==> config.mk <==
export PLATFORM = sky130hd
export DESIGN_NAME = fifo_sync_status
export DESIGN_NICKNAME = d
export VERILOG_FILES = /design/src/rtl/fifo_sync_status.sv
export SDC_FILE = /design/constraint.sdc
export NUM_CORES = 1
export LEC_CHECK = 0
export CAP_MARGIN = 20
export CELL_PAD_IN_SITES_DETAIL_PLACEMENT = 0
export CELL_PAD_IN_SITES_GLOBAL_PLACEMENT = 1
export CORE_MARGIN = 4
export CORE_UTILIZATION = 30
export CTS_CLUSTER_SIZE = 12
export DETAILED_ROUTE_END_ITERATION = 6
export PLACE_DENSITY_LB_ADDON = 0.1
export SETUP_SLACK_MARGIN = 0.5
export SYNTH_ARGS = -nofsm -noshare
export SYNTH_HDL_FRONTEND = slang
export SYNTH_SLANG_ARGS = --single-unit
export TNS_END_PERCENT = 5
==> constraint.sdc <==
create_clock -name clk -period 6.46 [get_ports clk]
set_input_delay 1.292 -clock clk [delete_from_list [all_inputs] [get_ports clk]]
set_output_delay 1.292 -clock clk [all_outputs]
set_load 0.02 [all_outputs]
==> src/rtl/fifo_sync_status.sv <==
// Synchronous single-clock FIFO with occupancy count, programmable
// almost-full/almost-empty thresholds, sticky error flags and flush.
module fifo_sync_status #(
    parameter int DATA_W   = 8,
    parameter int ADDR_W   = 4,
    parameter int AF_LEVEL = 12,
    parameter int AE_LEVEL = 3
) (
    input  logic              clk,
    input  logic              rst,
    input  logic              clr,
    input  logic              wr,
    input  logic [DATA_W-1:0] w_data,
    input  logic              rd,
    output logic [DATA_W-1:0] r_data,
    output logic              full,
    output logic              empty,
    output logic              almost_full,
    output logic              almost_empty,
    output logic [ADDR_W:0]   count,
    output logic              overflow,
    output logic              underflow
);

    localparam int DEPTH = 2 ** ADDR_W;

    localparam logic [ADDR_W:0] FULL_CNT = (ADDR_W + 1)'(DEPTH);
    localparam logic [ADDR_W:0] AF_CNT   = (ADDR_W + 1)'(AF_LEVEL);
    localparam logic [ADDR_W:0] AE_CNT   = (ADDR_W + 1)'(AE_LEVEL);
    localparam logic [ADDR_W:0] CNT_ONE  = (ADDR_W + 1)'(1);
    localparam logic [ADDR_W-1:0] PTR_ONE = ADDR_W'(1);

    generate
        if (AF_LEVEL < 1 || AF_LEVEL > DEPTH) begin : g_af_chk
            $error("fifo_sync_status: AF_LEVEL %0d outside 1..%0d",
                   AF_LEVEL, DEPTH);
        end
        if (AE_LEVEL < 0 || AE_LEVEL > DEPTH - 1) begin : g_ae_chk
            $error("fifo_sync_status: AE_LEVEL %0d outside 0..%0d",
                   AE_LEVEL, DEPTH - 1);
        end
    endgenerate

    logic [DATA_W-1:0] mem [DEPTH];
    logic [ADDR_W-1:0] w_ptr;
    logic [ADDR_W-1:0] r_ptr;

    logic              rd_ok;
    logic              wr_ok;
    logic              wr_go;
    logic              rd_go;
    logic [ADDR_W:0]   count_next;
    logic              overflow_next;
    logic              underflow_next;

    // A pop frees a slot in the same cycle, so a full FIFO still accepts wr&rd.
    always_comb begin
        rd_ok = rd & ~empty;
        wr_ok = wr & (~full | rd_ok);
        wr_go = wr_ok & ~clr;
        rd_go = rd_ok & ~clr;
    end

    always_comb begin
        count_next     = count;
        overflow_next  = overflow;
        underflow_next = underflow;
        if (clr) begin
            count_next     = '0;
            overflow_next  = 1'b0;
            underflow_next = 1'b0;
        end else begin
            if (wr_ok && !rd_ok) begin
                count_next = count + CNT_ONE;
            end else if (rd_ok && !wr_ok) begin
                count_next = count - CNT_ONE;
            end
            if (wr && !wr_ok) begin
                overflow_next = 1'b1;
            end
            if (rd && empty) begin
                underflow_next = 1'b1;
            end
        end
    end

    always_ff @(posedge clk or posedge rst) begin
        if (rst) begin
            w_ptr <= '0;
            r_ptr <= '0;
        end else if (clr) begin
            w_ptr <= '0;
            r_ptr <= '0;
        end else begin
            if (wr_go) begin
                w_ptr <= w_ptr + PTR_ONE;
            end
            if (rd_go) begin
                r_ptr <= r_ptr + PTR_ONE;
            end
        end
    end

    // Status flags come from count_next so they move on the same edge as count.
    always_ff @(posedge clk or posedge rst) begin
        if (rst) begin
            count        <= '0;
            empty        <= 1'b1;
            full         <= 1'b0;
            almost_empty <= 1'b1;
            almost_full  <= 1'b0;
            overflow     <= 1'b0;
            underflow    <= 1'b0;
        end else begin
            count        <= count_next;
            empty        <= (count_next == '0);
            full         <= (count_next == FULL_CNT);
            almost_empty <= (count_next <= AE_CNT);
            almost_full  <= (count_next >= AF_CNT);
            overflow     <= overflow_next;
            underflow    <= underflow_next;
        end
    end

    always_ff @(posedge clk) begin
        if (wr_go) begin
            mem[w_ptr] <= w_data;
        end
    end

    assign r_data = mem[r_ptr];

    assert property (@(posedge clk) disable iff (rst) !(full && empty));

endmodule

Word-level counts from Yosys, hierarchy flattened
Memory sizes are Yosys's and may differ from the RTL's.
Cells that the tools add are included.
{ "word_totals": {"regBits": 19, "ram_bits": 128, "input_bits": 13, "mem_count": 1} }
{ "mem_list": {"columns": ["memory", "words", "word_bits", "read_ports", "rd_clocked_by_memory_dff", "wr", "line_no", "text"], "rows": [
  ["mem", 16, 8, 1, 0, 1, "44", "logic [DATA_W-1:0] mem [DEPTH];"]
]} }
{ "op_classes": {"addsub": 4, "order_cmp": 2, "eq_ne": 1, "mux": 13, "bitwise_logic": 8, "reduce_logical": 11} }
{ "ops": {"columns": ["operator", "count"], "rows": [
  ["4-bit 2-to-1 mux", 4],
  ["5-bit 2-to-1 mux", 3],
  ["4-bit by 1-bit adder with 4-bit output (second input constant)", 2],
  ["2-bit nonzero test", 4],
  ["1-bit 2-to-1 mux", 6],
  ["5-bit by 1-bit adder with 5-bit output (second input constant)", 1],
  ["5-bit equality test (second input constant)", 1],
  ["5-bit by 4-bit >= comparator with 1-bit output (second input constant)", 1],
  ["5-bit by 2-bit less-or-equal comparator with 1-bit output (second input constant)", 1],
  ["5-bit zero test", 1],
  ["5-bit by 1-bit subtractor with 5-bit output (second input constant)", 1],
  ["1-bit bitwise AND", 4],
  ["1-bit logical AND", 4],
  ["1-bit NOT", 3],
  ["1-bit zero test", 2],
  ["1-bit bitwise OR", 1]
]} }

Logic depth before layout (Yosys ltp)
{ "depth": {"ltp_word": 10, "ltp_mapped": 7, "mapped_depth_nobuf": 7} }

Least setup slack after synthesis
Ideal clock, no wire load.
{ "synth_path": {"kind": "reg2out", "from": "reg r_ptr[0]", "to": "out r_data[0]", "arrival_time_ns": 1.789, "required_ns": 5.168, "slack_ns": 3.379, "path_stages_with_launch": 5, "n_path_buf": 2, "path_cell_list": "dfrtp_1 -> buf_2 -> buf_4 -> mux4_2 -> mux4_2"} }
{ "synth_between": {"elab_chain_cells": 1} }
{ "synth_rtl": {"columns": ["element", "line_no", "text"], "rows": [
  ["start: declaration", "46", "logic [ADDR_W-1:0] r_ptr;"],
  ["start signal: assignment", "99", "r_ptr <= r_ptr + PTR_ONE;"],
  ["memory read 16 x 8 bit", null, null],
  ["end: declaration", "15", "output logic [DATA_W-1:0] r_data,"]
]} }
Every way passes these cells.

Worst setup path after layout
{ "layout_path": {"from": "reg r_ptr[0]", "to": "out r_data[4]"} }
Same word-level chain as after synthesis.

==> results.md <==
- Slew Viols, Final: 0
- Total leakage power: 2.33 nW
- Synthesized Nets: 322
- # diodes: 0
- Die Y: 149 um
- Die W: 149 um
- Synthesized area per cell: 19.7 um2
- Tightest Hold Check Type: register to register
- Cell Rows: 51
- Mapped Area: 0.00596 mm2
- Largest net degree at the start of global routing: 29
- Run status: completed
- Clk Latency, worst-skew pair: 420 ps
- Final ANT Viol Nets: 0
- Pwr Total: 2.43 mW
- Post-synth EDFFs: 128
- DRC: 0
- Placed cells: 596
- WL final: 13600 um
- Core area: 0.0195 mm2
- WHS Path Cells: 2
- Ports: 32
- Worst Skew: 7.77 ps
- Setup TNS: 0 ps
- RD Place Congestion: 0.684
- Critical-path cell list: buf_4 > mux4_2 > mux4_2 > clkdlybuf4s50_1
- FF+latch count, synth: 147
- Main flop type after synthesis: edfxtp_1
- Setup CP Type: register to output pin
- Area added between synthesis and finish: 20.7%
- Worst r2r src: empty
- Via count of the first global-routing pass: 3105
- Clk slew on worst S/H paths: 60 ps
- Drt wl/cell: 21.6 um
- Fin. Hold Viols: 0
- Crit-path max cell delay: 820 ps
- Tightest Pin Transition: 1070 ps
- Post-layout minimum cycle time: 4580 ps
- Crit path buffers/inverters: 2
- Initial antenna violation count: 0
- CTS Sinks: 147
- Peak supply drop: 0.159 mV
- DIE AREA: 0.0222 mm2
- Synth area leader: edfxtp_1
- Share of the synthesized area in the top cell type: 0.644
- Worst R2R Path Depth: 4
- Delay-heaviest family, CP: multiplexers
- Distinct cells, synth: 40
- Vias per cell: 4.62
- Clock buffer depth: 2
- Asr flop ratio synth: 0.129
- Yosys Warn Count: 0
- Max-cap check violation count: 0
- Most frequent cells in the layout: edfxtp_1 (128), mux4_2 (40), nor2_1 (34)
- Total CTS buffers: 17
- Crit path launch type: register
- Setup ws final: 1880 ps
- Post-Layout Cell Count: 629
- CTS tree: built
- CP required: 5170 ps
- Period utilisation layout: 0.709
- Slowest-stage cell, CP: dfrtp_2
- Worst Setup End Kind: output pin
- WHS Endpoint: overflow
- Hold path start: overflow
- Pre-CTS setup slack: 2230 ps
- Cell Pwr Density: 337 mW/mm2
- Layout cells sized above 1: 0.258
- Finished Cell Area: 0.00720 mm2
- Final net count: 371
- Crit-path max FO: 20
- Overall Global Routing Usage: 0.130
- CTS Hold Buffers Added: 0
- Cells after Synth: 302
- Final HPWL DP: 8430 um
- Initial Util: 0.305
- Global-route wire length before repair: 20300 um
- Setup-failing EPs final: 0
- Max H-tree Level: 4
- Most Frequent Cell on Critical Path: mux4_2
- Top post-synthesis cells by area: edfxtp_1 (64%), mux4_2 (15%), dfrtp_1 (7.1%)
- R2r setup slk: 3870 ps
- RSZ-0062 raised after global routing: no
- Setup bufs post-CTS: 0
- Seq/Total Area, Yosys: 0.725
- RR Endpoint: mem[11][5]
- CTS Root Cell: clkbuf_16
- Vias: 2907
- F_max: 218 MHz
- First DRT Iteration DRCs: 151
- Dpl cell area: 0.00662 mm2
- Max-slew headroom: 0.286
- Port Buffers: 31
- DR pass1 iterations: 4
- Most common cell after layout, fill and taps aside: edfxtp_1
- Worst Path Arrival: 3290 ps
- GRT Residual Overflow: 0
- Resize count post-CTS: 0
-- worst min-delay path, cell delays in order, from the launching register on --
cell,delay [ps]
dfrtp_1,340
a31oi_1,40
nor2_1,80
-- Yosys cell counts (2+ instances only) --
master and n:
edfxtp_1 128, mux4_2 40, nor2_1 34, dfrtp_1 17
nand2_1 9, ha_1 7, inv_1 6, buf_4 5
clkbuf_1 5, xor2_1 5, o21ai_0 4, a21oi_1 3
nand3b_1 3, xnor2_1 3, a31oi_1 2, and2b_1 2
buf_1 2, dfstp_2 2, mux2_4 2, nand3_1 2
nand4_1 2
-- sequential cells by signal (all words and copies together), names as in the netlist --
register / count
full: 1
w_ptr: 4
overflow: 1
r_ptr: 4
almost_empty: 1
almost_full: 1
underflow: 1
mem: 128
empty: 1
count: 5
-- kinds of logic after synthesis --
family,synth area share
muxes,0.156
AOI/OAI and AO/OA,0.0216
buffers and inverters,0.0172
DFF,0.725
adders and majority gates,0.0147
and+or+nand+nor,0.0541
xor gates and xnor gates,0.0117
-- power by group --
| part | total, mW | leakage, nW | internal (mW) | switching (mW) |
|---|---|---|---|---|
| Combinational | 0.372 | 0.646 | 0.198 | 0.174 |
| Sequential | 1.12 | 1.40 | 1.07 | 0.0492 |
| Clock | 0.941 | 0.285 | 0.588 | 0.353 |
-- final cells by class --
type	count	area, um2
fillers	1845	12300
flip-flops and latches	147	4320
multi-input cells	135	1540
clock buffers	27	523
repair buffers	44	412
well taps	265	332
clock inverters	5	48.8
inverters	6	22.5
-- stage by stage --
step,util,hold slack (ps)
floorplan,-,552
global placement,0.338,487
detailed placement,0.339,493
CTS,0.368,518
global route,0.369,542
finish,0.369,510
-- metal layers --
metal,share of wire,up-vias,routed length (um),GRT usage
met5,0,-,0,0
met1,0.44,1522,6030,0.172
met2,0.50,76,6780,0.209
li1,-,1300,-,-
met3,0.050,9,676,0.0362
met4,0.0078,0,106,0.0412
-- how the worst max path moves through the flow --
stage	start	end	cells past startpoint
finish	r_ptr[0]	r_data[4]	4
global route	r_ptr[0]	r_data[4]	4
CTS	r_ptr[0]	r_data[4]	4
global placement	r_ptr[0]	r_data[5]	4
floorplan	r_ptr[0]	r_data[0]	4
detailed placement	r_ptr[0]	r_data[4]	4
Power figures use the tool's default switching activity.
